==> config.mk <==
export PLATFORM = sky130hd
export DESIGN_NAME = alu_arbiter
export DESIGN_NICKNAME = d
export VERILOG_FILES = /design/src/rtl/alu_arbiter.sv
export SDC_FILE = /design/constraint.sdc
export NUM_CORES = 1
export LEC_CHECK = 0
export ABC_AREA = 0
export CAP_MARGIN = 20
export CORE_MARGIN = 1.5
export CORE_UTILIZATION = 31
export CTS_CLUSTER_SIZE = 8
export DETAILED_ROUTE_END_ITERATION = 10
export PLACE_DENSITY = 0.55
export SKIP_LAST_GASP = 1
export SYNTH_ARGS = -nofsm -noshare
export SYNTH_HDL_FRONTEND = slang
export SYNTH_SLANG_ARGS = --single-unit
export TNS_END_PERCENT = 50
==> constraint.sdc <==
create_clock -name clk -period 6.7 [get_ports clk]
set_input_delay 1.34 -clock clk [delete_from_list [all_inputs] [get_ports clk]]
set_output_delay 1.34 -clock clk [all_outputs]
set_load 0.005 [all_outputs]
==> src/rtl/alu_arbiter.sv <==
// alu_arbiter: shares one 32-bit integer ALU between two valid/ready requesters.
// Round-robin arbitration, one operation in flight, result registered and held
// until the owning requester accepts it.
//
// Optional build macro: ALU_ARB_STATS_EN enables the grant/conflict counters.
// Without it the three statistics ports are tied to zero.
//
// Ports:
//   clk, rst                  clock, synchronous active-high reset
//   reqN_valid/ready          request handshake for requester N (0/1)
//   reqN_a/b/op/mod/tag       operands, ALU op, SR modifier, opaque tag
//   rspN_valid/ready          response handshake for requester N
//   rsp_res, rsp_tag          held result and tag, shared by both responses
//   grant_cnt0/1, conflict_cnt  saturating 16-bit statistics
module alu_arbiter #(
  parameter int unsigned TAG_W = 4
) (
  input  logic             clk,
  input  logic             rst,
  input  logic             req0_valid,
  output logic             req0_ready,
  input  logic [31:0]      req0_a,
  input  logic [31:0]      req0_b,
  input  logic [2:0]       req0_op,
  input  logic             req0_mod,
  input  logic [TAG_W-1:0] req0_tag,
  input  logic             req1_valid,
  output logic             req1_ready,
  input  logic [31:0]      req1_a,
  input  logic [31:0]      req1_b,
  input  logic [2:0]       req1_op,
  input  logic             req1_mod,
  input  logic [TAG_W-1:0] req1_tag,
  output logic             rsp0_valid,
  input  logic             rsp0_ready,
  output logic             rsp1_valid,
  input  logic             rsp1_ready,
  output logic [31:0]      rsp_res,
  output logic [TAG_W-1:0] rsp_tag,
  output logic [15:0]      grant_cnt0,
  output logic [15:0]      grant_cnt1,
  output logic [15:0]      conflict_cnt
);

  localparam int unsigned DATA_W = 32;
  localparam int unsigned CNT_W  = 16;

  localparam logic [0:0] IDLE = 1'b0;
  localparam logic [0:0] RESP = 1'b1;

  localparam logic [2:0] OP_ADD  = 3'd0;
  localparam logic [2:0] OP_SLL  = 3'd1;
  localparam logic [2:0] OP_SLT  = 3'd2;
  localparam logic [2:0] OP_SLTU = 3'd3;
  localparam logic [2:0] OP_XOR  = 3'd4;
  localparam logic [2:0] OP_SR   = 3'd5;
  localparam logic [2:0] OP_OR   = 3'd6;
  localparam logic [2:0] OP_AND  = 3'd7;

  logic [0:0]        state;
  logic [0:0]        next_state;
  logic              owner_q;
  logic              last_q;
  logic [DATA_W-1:0] res_q;
  logic [TAG_W-1:0]  tag_q;

  logic              grant0;
  logic              grant1;
  logic              fire0;
  logic              fire1;
  logic [DATA_W-1:0] alu_a;
  logic [DATA_W-1:0] alu_b;
  logic [2:0]        alu_op;
  logic              alu_mod;
  logic [4:0]        shamt;
  logic [DATA_W-1:0] alu_res;

  // Round-robin grant: on a tie the requester that did not win last goes.
  assign grant0 = req0_valid && (!req1_valid || last_q);
  assign grant1 = req1_valid && (!req0_valid || !last_q);

  assign req0_ready = (state == IDLE) && grant0 && !rst;
  assign req1_ready = (state == IDLE) && grant1 && !rst;
  assign fire0      = req0_valid && req0_ready;
  assign fire1      = req1_valid && req1_ready;

  assign rsp0_valid = (state == RESP) && !owner_q;
  assign rsp1_valid = (state == RESP) && owner_q;
  assign rsp_res    = res_q;
  assign rsp_tag    = tag_q;

  // Operand mux follows the grant so the ALU sees the winner's inputs.
  assign alu_a   = grant1 ? req1_a   : req0_a;
  assign alu_b   = grant1 ? req1_b   : req0_b;
  assign alu_op  = grant1 ? req1_op  : req0_op;
  assign alu_mod = grant1 ? req1_mod : req0_mod;
  assign shamt   = alu_b[4:0];

  // Shared ALU.
  always_comb begin
    alu_res = '0;
    case (alu_op)
      OP_ADD:  alu_res = alu_a + alu_b;
      OP_SLL:  alu_res = alu_a << shamt;
      OP_SLT:  alu_res = DATA_W'($signed(alu_a) < $signed(alu_b));
      OP_SLTU: alu_res = DATA_W'(alu_a < alu_b);
      OP_XOR:  alu_res = alu_a ^ alu_b;
      OP_SR: begin
        if (alu_mod) alu_res = DATA_W'($signed(alu_a) >>> shamt);
        else         alu_res = alu_a >> shamt;
      end
      OP_OR:   alu_res = alu_a | alu_b;
      OP_AND:  alu_res = alu_a & alu_b;
      default: alu_res = '0;
    endcase
  end

  // Next-state logic; a response drains only on the owner's ready.
  always_comb begin
    next_state = state;
    case (state)
      IDLE: if (fire0 || fire1) next_state = RESP;
      RESP: if (owner_q ? rsp1_ready : rsp0_ready) next_state = IDLE;
      default: next_state = IDLE;
    endcase
  end

  always_ff @(posedge clk) begin
    if (rst) state <= IDLE;
    else     state <= next_state;
  end

  // Capture result and ownership on acceptance; held value survives the drain.
  always_ff @(posedge clk) begin
    if (rst) begin
      owner_q <= 1'b0;
      last_q  <= 1'b1;
      res_q   <= '0;
      tag_q   <= '0;
    end else if (fire0 || fire1) begin
      owner_q <= fire1;
      last_q  <= fire1;
      res_q   <= alu_res;
      tag_q   <= fire1 ? req1_tag : req0_tag;
    end
  end

`ifdef ALU_ARB_STATS_EN
  logic [CNT_W-1:0] gcnt0_q;
  logic [CNT_W-1:0] gcnt1_q;
  logic [CNT_W-1:0] ccnt_q;

  // Saturating statistics counters.
  always_ff @(posedge clk) begin
    if (rst) begin
      gcnt0_q <= '0;
      gcnt1_q <= '0;
      ccnt_q  <= '0;
    end else begin
      if (fire0 && (gcnt0_q != '1)) gcnt0_q <= gcnt0_q + CNT_W'(1);
      if (fire1 && (gcnt1_q != '1)) gcnt1_q <= gcnt1_q + CNT_W'(1);
      if ((state == IDLE) && req0_valid && req1_valid && (ccnt_q != '1))
        ccnt_q <= ccnt_q + CNT_W'(1);
    end
  end

  assign grant_cnt0   = gcnt0_q;
  assign grant_cnt1   = gcnt1_q;
  assign conflict_cnt = ccnt_q;
`else
  assign grant_cnt0   = CNT_W'(0);
  assign grant_cnt1   = CNT_W'(0);
  assign conflict_cnt = CNT_W'(0);
`endif

endmodule

# Word-level counts from Yosys, hierarchy flattened
# Cells that the tools add are included.
dict set report word_totals {
  reg_bits 39
  latchBits 0
  ramBits 0
  romBits 0
  in_bits 150
  output_inout_bits 88
  elab_cells 52
  n_memories 0
}
dict set report classes {
  n_addsub 1
  multipliers 0
  div_mod_pow 0
  order_cmp 2
  eq_ne 7
  shifts 3
  muxes 11
  bitwise 4
  n_reduce_logical 19
}
# cell n
set ops {}
lappend ops {{$pmux 32 s8} 1}
lappend ops {{$mux 32} 3}
lappend ops {{$lt 32x32->1} 2}
lappend ops {{$add 32x32->32} 1}
lappend ops {{$and 32x32->32} 1}
lappend ops {{$or 32x32->32} 1}
lappend ops {{$shl 32x5->32} 1}
lappend ops {{$shr 32x5->32} 1}
lappend ops {{$sshr 32x5->32} 1}
lappend ops {{$xor 32x32->32} 1}
lappend ops {{$eq 3x3->1 const B} 4}
lappend ops {{$logic_and 1x1->1} 10}
lappend ops {{$eq 3x2->1 const B} 2}
lappend ops {{$logic_not 1->1} 5}
lappend ops {{$mux 1} 4}
lappend ops {{$mux 4} 1}
lappend ops {{$eq 3x1->1 const B} 1}
lappend ops {{$logic_not 3->1} 1}
lappend ops {{$logic_or 1x1->1} 3}
lappend ops {{$mux 3} 1}
lappend ops {{$pmux 1 s2} 1}
lappend ops {{$not 1->1} 1}

# Depth between registers and ports, before layout
dict set report depth {
  word_depth 9
  depth_mapped 21
}

# Least setup slack after synthesis
# OpenSTA, ideal clock, no wires.
dict set report synth_path {
  path_kind {input to register}
  from {input req1_valid}
  to {register res_q[10], in the netlist rsp_res[10]}
  setup_time_ns 0.132
  arrival_ns 4.992
  t_required_ns 6.568
  setup_slack_ns 1.576
  stages 21
  path_cell_list {a21bo_1 buf_6 buf_8 buf_8 buf_4 buf_4 buf_2 buf_1 nand2_1 nand2_1 ha_1 inv_1 fa_1 nand2b_1 a211oi_1 o21ai_0 a21oi_1 xnor2_1 o221ai_1 a2111oi_0 nor3_1}
}
dict set report synth_between {
  elab_chain_cells 7
  word_cells_on_any_way 32
  cone_classes {add/sub: 1; eq/ne: 7; shift: 3; mux: 6; bitwise: 3; reduce/logical: 12}
}
# item line_no
set synth_rtl {}
lappend synth_rtl {{start: declaration} 27} ;# input logic req1_valid,
lappend synth_rtl {{parallel branches: the longest is 7 deep, another holds $add 32x32->32} n/a}
lappend synth_rtl {{end signal: assignment} 143} ;# res_q <= alu_res;
lappend synth_rtl {{end: declaration} 64} ;# logic [DATA_W-1:0] res_q;
# Several ways; the timed one is not identified.
# A chain may end at the register's enable or synchronous reset.

# Final worst setup path
dict set report layout_path {
  from {input req0_valid}
  to {register res_q[29], in the netlist rsp_res[29]}
}
dict set report layout_between {
  elab_chain_cells 7
  word_cells_on_any_way 32
  cone_classes {add/sub: 1; eq/ne: 7; shift: 3; mux: 6; bitwise: 3; reduce/logical: 12}
}
# item line_no
set layout_rtl {}
lappend layout_rtl {{start: declaration} 20} ;# input logic req0_valid,
lappend layout_rtl {{parallel branches: the longest is 7 deep, another holds $add 32x32->32} n/a}
# Several ways; the timed one is not identified.

==> impl_metrics.py <==
metrics = {
    "floorplanning": {
        "coreArea_um2": 37900,
        "dieHeight_um": 200,
        "start_util_pct": 31.7,
        "ios": 238,
        "placement_rows": 71,
        "die-width_um": 200,
        "dieArea_um2": 40000,
    },
    "yosys": {
        "mean_instance_size_in_the_synthesized_netlist_um2": 6.93,
        "yosys_register_bits": 39,
        "synth_mux_area_share_pct": 22.7,
        "postSynth.topFlopCell": "sky130_fd_sc_hd__dfxtp_1",
        "yosys.area_share.xor_xnor_pct": 1.90,
        "synth_area_um2": 12000,
        "synth_compound_gate_area_share_pct": 24.3,
        "async_flop_share_pct": 0,
        "post_synth_fa_ha_maj_area_fraction_pct": 10.3,
        "yosys.area_share.simple_pct": 23.1,
        "synth_enable_flop_cells": 0,
        "synth.lib_cells_used.distinct": 85,
        "synthesis.instances": 1734,
        "seq_area_frac_synth_pct": 6.50,
        "combinational_family_with_the_most_area_after_synthesis": "compound AO/OA/AOI/OAI gates",
        "synthesis.yosys.warnings": 0,
    },
    "setup_path": {
        "regToRegEndpoint": "rsp_res[29]$_SDFFE_PP0P_",
        "crit_required_ns": 6.95,
        "r2r_slack_ns": 2.37,
        "setup.worst_path.class": "input port to flop",
        "ff2ff_path_depth": 14,
        "worst_ep_arrival_time_ns": 5.87,
        "cp-start-kind": "input port",
        "crit-reg2reg-launch": "last_q$_SDFFE_PP1P_",
        "critPathCaptureType": "flop",
        "timing.critical_path.fanout_max": 38,
        "setup.worst_path.start": "req0_valid",
    },
    "timing": {
        "finClkSkew_ns": 0.0103,
        "number_of_pins_exceeding_their_max_slew_limit_in_the_final_report": 0,
        "timing.max_slew.rel_slack_pct": 17.6,
        "fin_crit_sh_pct": 83.9,
        "finalSetupTns_ns": 0,
        "highest_clock_rate_mhz": 178,
        "final-hold-violation-count": 0,
        "finalWorstPathRequiredPeriod_ns": 5.62,
        "timing.final.setup_violations": 0,
        "setup_repair_after_global_routing_missed_its_margin": "no",
        "worst_max_slew_pin_slew_ns": 1.20,
        "finalHoldWorstSlack_ns": 0.479,
    },
    "hold_path": {
        "min-delay-path-class": "flop to flop",
        "hold_depth": 2,
        "timing.hold.worst.start": "rsp_res[3]$_SDFFE_PP0P_",
        "worstHoldEndpoint": "rsp_res[3]$_SDFFE_PP0P_",
    },
    "cts": {
        "postCtsHoldBufs": 0,
        "cts.sink_count": 39,
        "clock_insertion_delay_worst_skew_ns": 0.31,
        "cts_tree": "built",
        "cts_resized": 0,
        "clock_input_transition_at_the_sequential_cells_of_the_worst_setup_and_hold_paths_ns": 0.07,
        "cts_setup_buffers": 0,
        "clock_path_buffers": 2,
        "htreeDepth": 2,
        "cts_buffers": 5,
        "ctsRootBufferMaster": "sky130_fd_sc_hd__clkbuf_16",
    },
    "place": {
        "place_congestion": 1.03,
        "detail_placement_hpwl_um": 51500,
        "io_buffer_count": 189,
        "placed_cells": 2357,
        "post_dp_cell_area_um2": 14100,
    },
    "routing": {
        "viasPerCell": 5.96,
        "routed-via-count": 14100,
        "detailedRoute.firstPassIterationCount": 6,
        "detail_route.iter0.violations": 1642,
        "wire_per_inst_um": 27.1,
        "antenna_violating_nets_post_route": 0,
        "routed_wirelength_um": 64000,
        "drt_drc_violations_left": 0,
    },
    "global_route": {
        "grt_pass1_wl_um": 91400,
        "first_global_vias": 13100,
        "grt_max_degree": 56,
        "groute.usage.overall_pct": 31.3,
        "grt_overflow_total": 0,
        "initial_antenna_violation_count": 2,
    },
    "cells_and_area": {
        "nFillCells": 4105,
        "drive_gt1_share_pct": 6.36,
        "net_count_of_the_finished_layout": 2101,
        "ff_latch_area_um2": 781,
        "antennaDiodeCount": 0,
        "mostFrequentLayoutCell": "sky130_fd_sc_hd__nand2_1",
        "final-instance-count-excl-fill": 2365,
        "layout.cells.most_common_list": "299 x sky130_fd_sc_hd__nand2_1, 231 x sky130_fd_sc_hd__mux2i_1, 187 x sky130_fd_sc_hd__clkdlybuf4s50_1",
        "relative_area_change_from_synthesis_to_final_layout_pct": 18.3,
        "footprint_of_the_multi_input_gates_um2": 10100,
        "stdcell_area_um2": 14200,
    },
    "power": {
        "post-layout-total-power_mw": 2.08,
        "p_leak_nw": 6.30,
        "peakVddDrop_uv": 84.8,
        "power-per-cell-area_nw_per_um2": 146,
    },
    "job": {
        "number_of_max_capacitance_violations_reported": 0,
    },
    "outcome": {
        "status": "finished, final reports clean",
    },
}
## worst max path at each step
stage / end / slack, ns
after floorplan: rsp_res[10]$_SDFFE_PP0P_ / 1.58
after global routing: rsp_res[29]$_SDFFE_PP0P_ / 0.90
after CTS: rsp_res[29]$_SDFFE_PP0P_ / 1.13
after detailed placement: rsp_res[29]$_SDFFE_PP0P_ / 0.83
final: rsp_res[29]$_SDFFE_PP0P_ / 1.08
after global placement: rsp_res[29]$_SDFFE_PP0P_ / 0.93
## worst max-delay path: stages
cell and delay, ns:
sky130_fd_sc_hd__clkdlybuf4s50_1 0.66, sky130_fd_sc_hd__a21bo_4 0.60, sky130_fd_sc_hd__buf_12 0.27, sky130_fd_sc_hd__nand2_1 0.07, sky130_fd_sc_hd__nand2_1 0.13, sky130_fd_sc_hd__ha_1 0.31
sky130_fd_sc_hd__o21ba_2 0.26, sky130_fd_sc_hd__a21oi_1 0.12, sky130_fd_sc_hd__a211oi_1 0.53, sky130_fd_sc_hd__nor3_1 0.12, sky130_fd_sc_hd__buf_4 0.17, sky130_fd_sc_hd__o21ai_0 0.49
sky130_fd_sc_hd__a31oi_1 0.19, sky130_fd_sc_hd__or4b_1 0.49, sky130_fd_sc_hd__nand3_1 0.09
## state kept, by name, summed over array words and instances (netlist names)
signal / flops
rsp_tag: 4
owner_q: 1
rsp_res: 32
state: 1
last_q: 1
## report_power, final
group / total, mW / internal (mW) / switching [mW]
Clock: 0.252 / 0.136 / 0.115
Sequential: 0.277 / 0.256 / 0.0209
Combinational: 1.55 / 0.562 / 0.990
## cell type report
type | count | area share (%)
clock inverters | 3 | 0.106
repair buffers | 234 | 15.8
multi-input cells | 1488 | 71.0
clock buffers | 5 | 0.880
inverters | 85 | 2.26
flip-flops and latches | 39 | 5.49
well taps | 511 | 4.50
## synth_stat cells, types with 9 or more instances
| cell type | instances | area (µm²) |
|---|---|---|
| sky130_fd_sc_hd__and3_1 | 14 | 87.6 |
| sky130_fd_sc_hd__a31oi_1 | 15 | 93.8 |
| sky130_fd_sc_hd__a311oi_1 | 15 | 131 |
| sky130_fd_sc_hd__nor4_1 | 13 | 81.3 |
| sky130_fd_sc_hd__dfxtp_1 | 39 | 781 |
| sky130_fd_sc_hd__o221ai_1 | 13 | 114 |
| sky130_fd_sc_hd__mux2i_1 | 232 | 2320 |
| sky130_fd_sc_hd__buf_4 | 62 | 465 |
| sky130_fd_sc_hd__a21o_1 | 14 | 105 |
| sky130_fd_sc_hd__a211oi_1 | 59 | 443 |
| sky130_fd_sc_hd__nor2b_1 | 16 | 100 |
| sky130_fd_sc_hd__nand2_1 | 299 | 1120 |
| sky130_fd_sc_hd__clkbuf_1 | 45 | 169 |
| sky130_fd_sc_hd__a221oi_1 | 22 | 193 |
| sky130_fd_sc_hd__nor3_1 | 34 | 170 |
| sky130_fd_sc_hd__o21ai_0 | 67 | 335 |
| sky130_fd_sc_hd__or3_1 | 9 | 56.3 |
| sky130_fd_sc_hd__o211ai_1 | 24 | 180 |
| sky130_fd_sc_hd__a21oi_1 | 96 | 480 |
| sky130_fd_sc_hd__nor2_1 | 146 | 548 |
| sky130_fd_sc_hd__mux2_2 | 24 | 270 |
| sky130_fd_sc_hd__ha_1 | 97 | 1210 |
| sky130_fd_sc_hd__inv_1 | 80 | 300 |
| sky130_fd_sc_hd__nand2b_1 | 14 | 87.6 |
| sky130_fd_sc_hd__buf_2 | 47 | 235 |
| sky130_fd_sc_hd__and2_1 | 17 | 106 |
| sky130_fd_sc_hd__nand3_1 | 33 | 165 |
| sky130_fd_sc_hd__xnor2_1 | 16 | 140 |
| sky130_fd_sc_hd__xor2_1 | 10 | 87.6 |
## metrics by stage
stage	utilization, %	setup WS, ns
2_1_floorplan	-	1.58
4_1_cts	37.5	1.13
3_3_place_gp	37.1	0.930
5_1_grt	37.5	0.905
6_report	37.5	1.08
3_5_place_dp	37.1	0.834
## layer usage
metal | vias up | share of wire (%) | GRT usage (%) | routed length, µm
met5 | - | 0.020 | 0 | 13
met4 | 2 | 4.8 | 13.3 | 3090
met3 | 120 | 7.9 | 5.17 | 5090
met2 | 734 | 45 | 50.4 | 28500
met1 | 6840 | 43 | 41.3 | 27300
li1 | 6389 | - | - | -
## logic make-up (layout without fill, tap and decap cells)
group / Yosys count / in the layout
fa+ha+maj: 98 / 98
buf+inv: 254 / 327
other cells: 1 / 48
flops: 39 / 39
simple gates: 631 / 631
compound gates: 422 / 422
mux: 263 / 263
xor+xnor: 26 / 26
(Power assumes the default switching activity.)
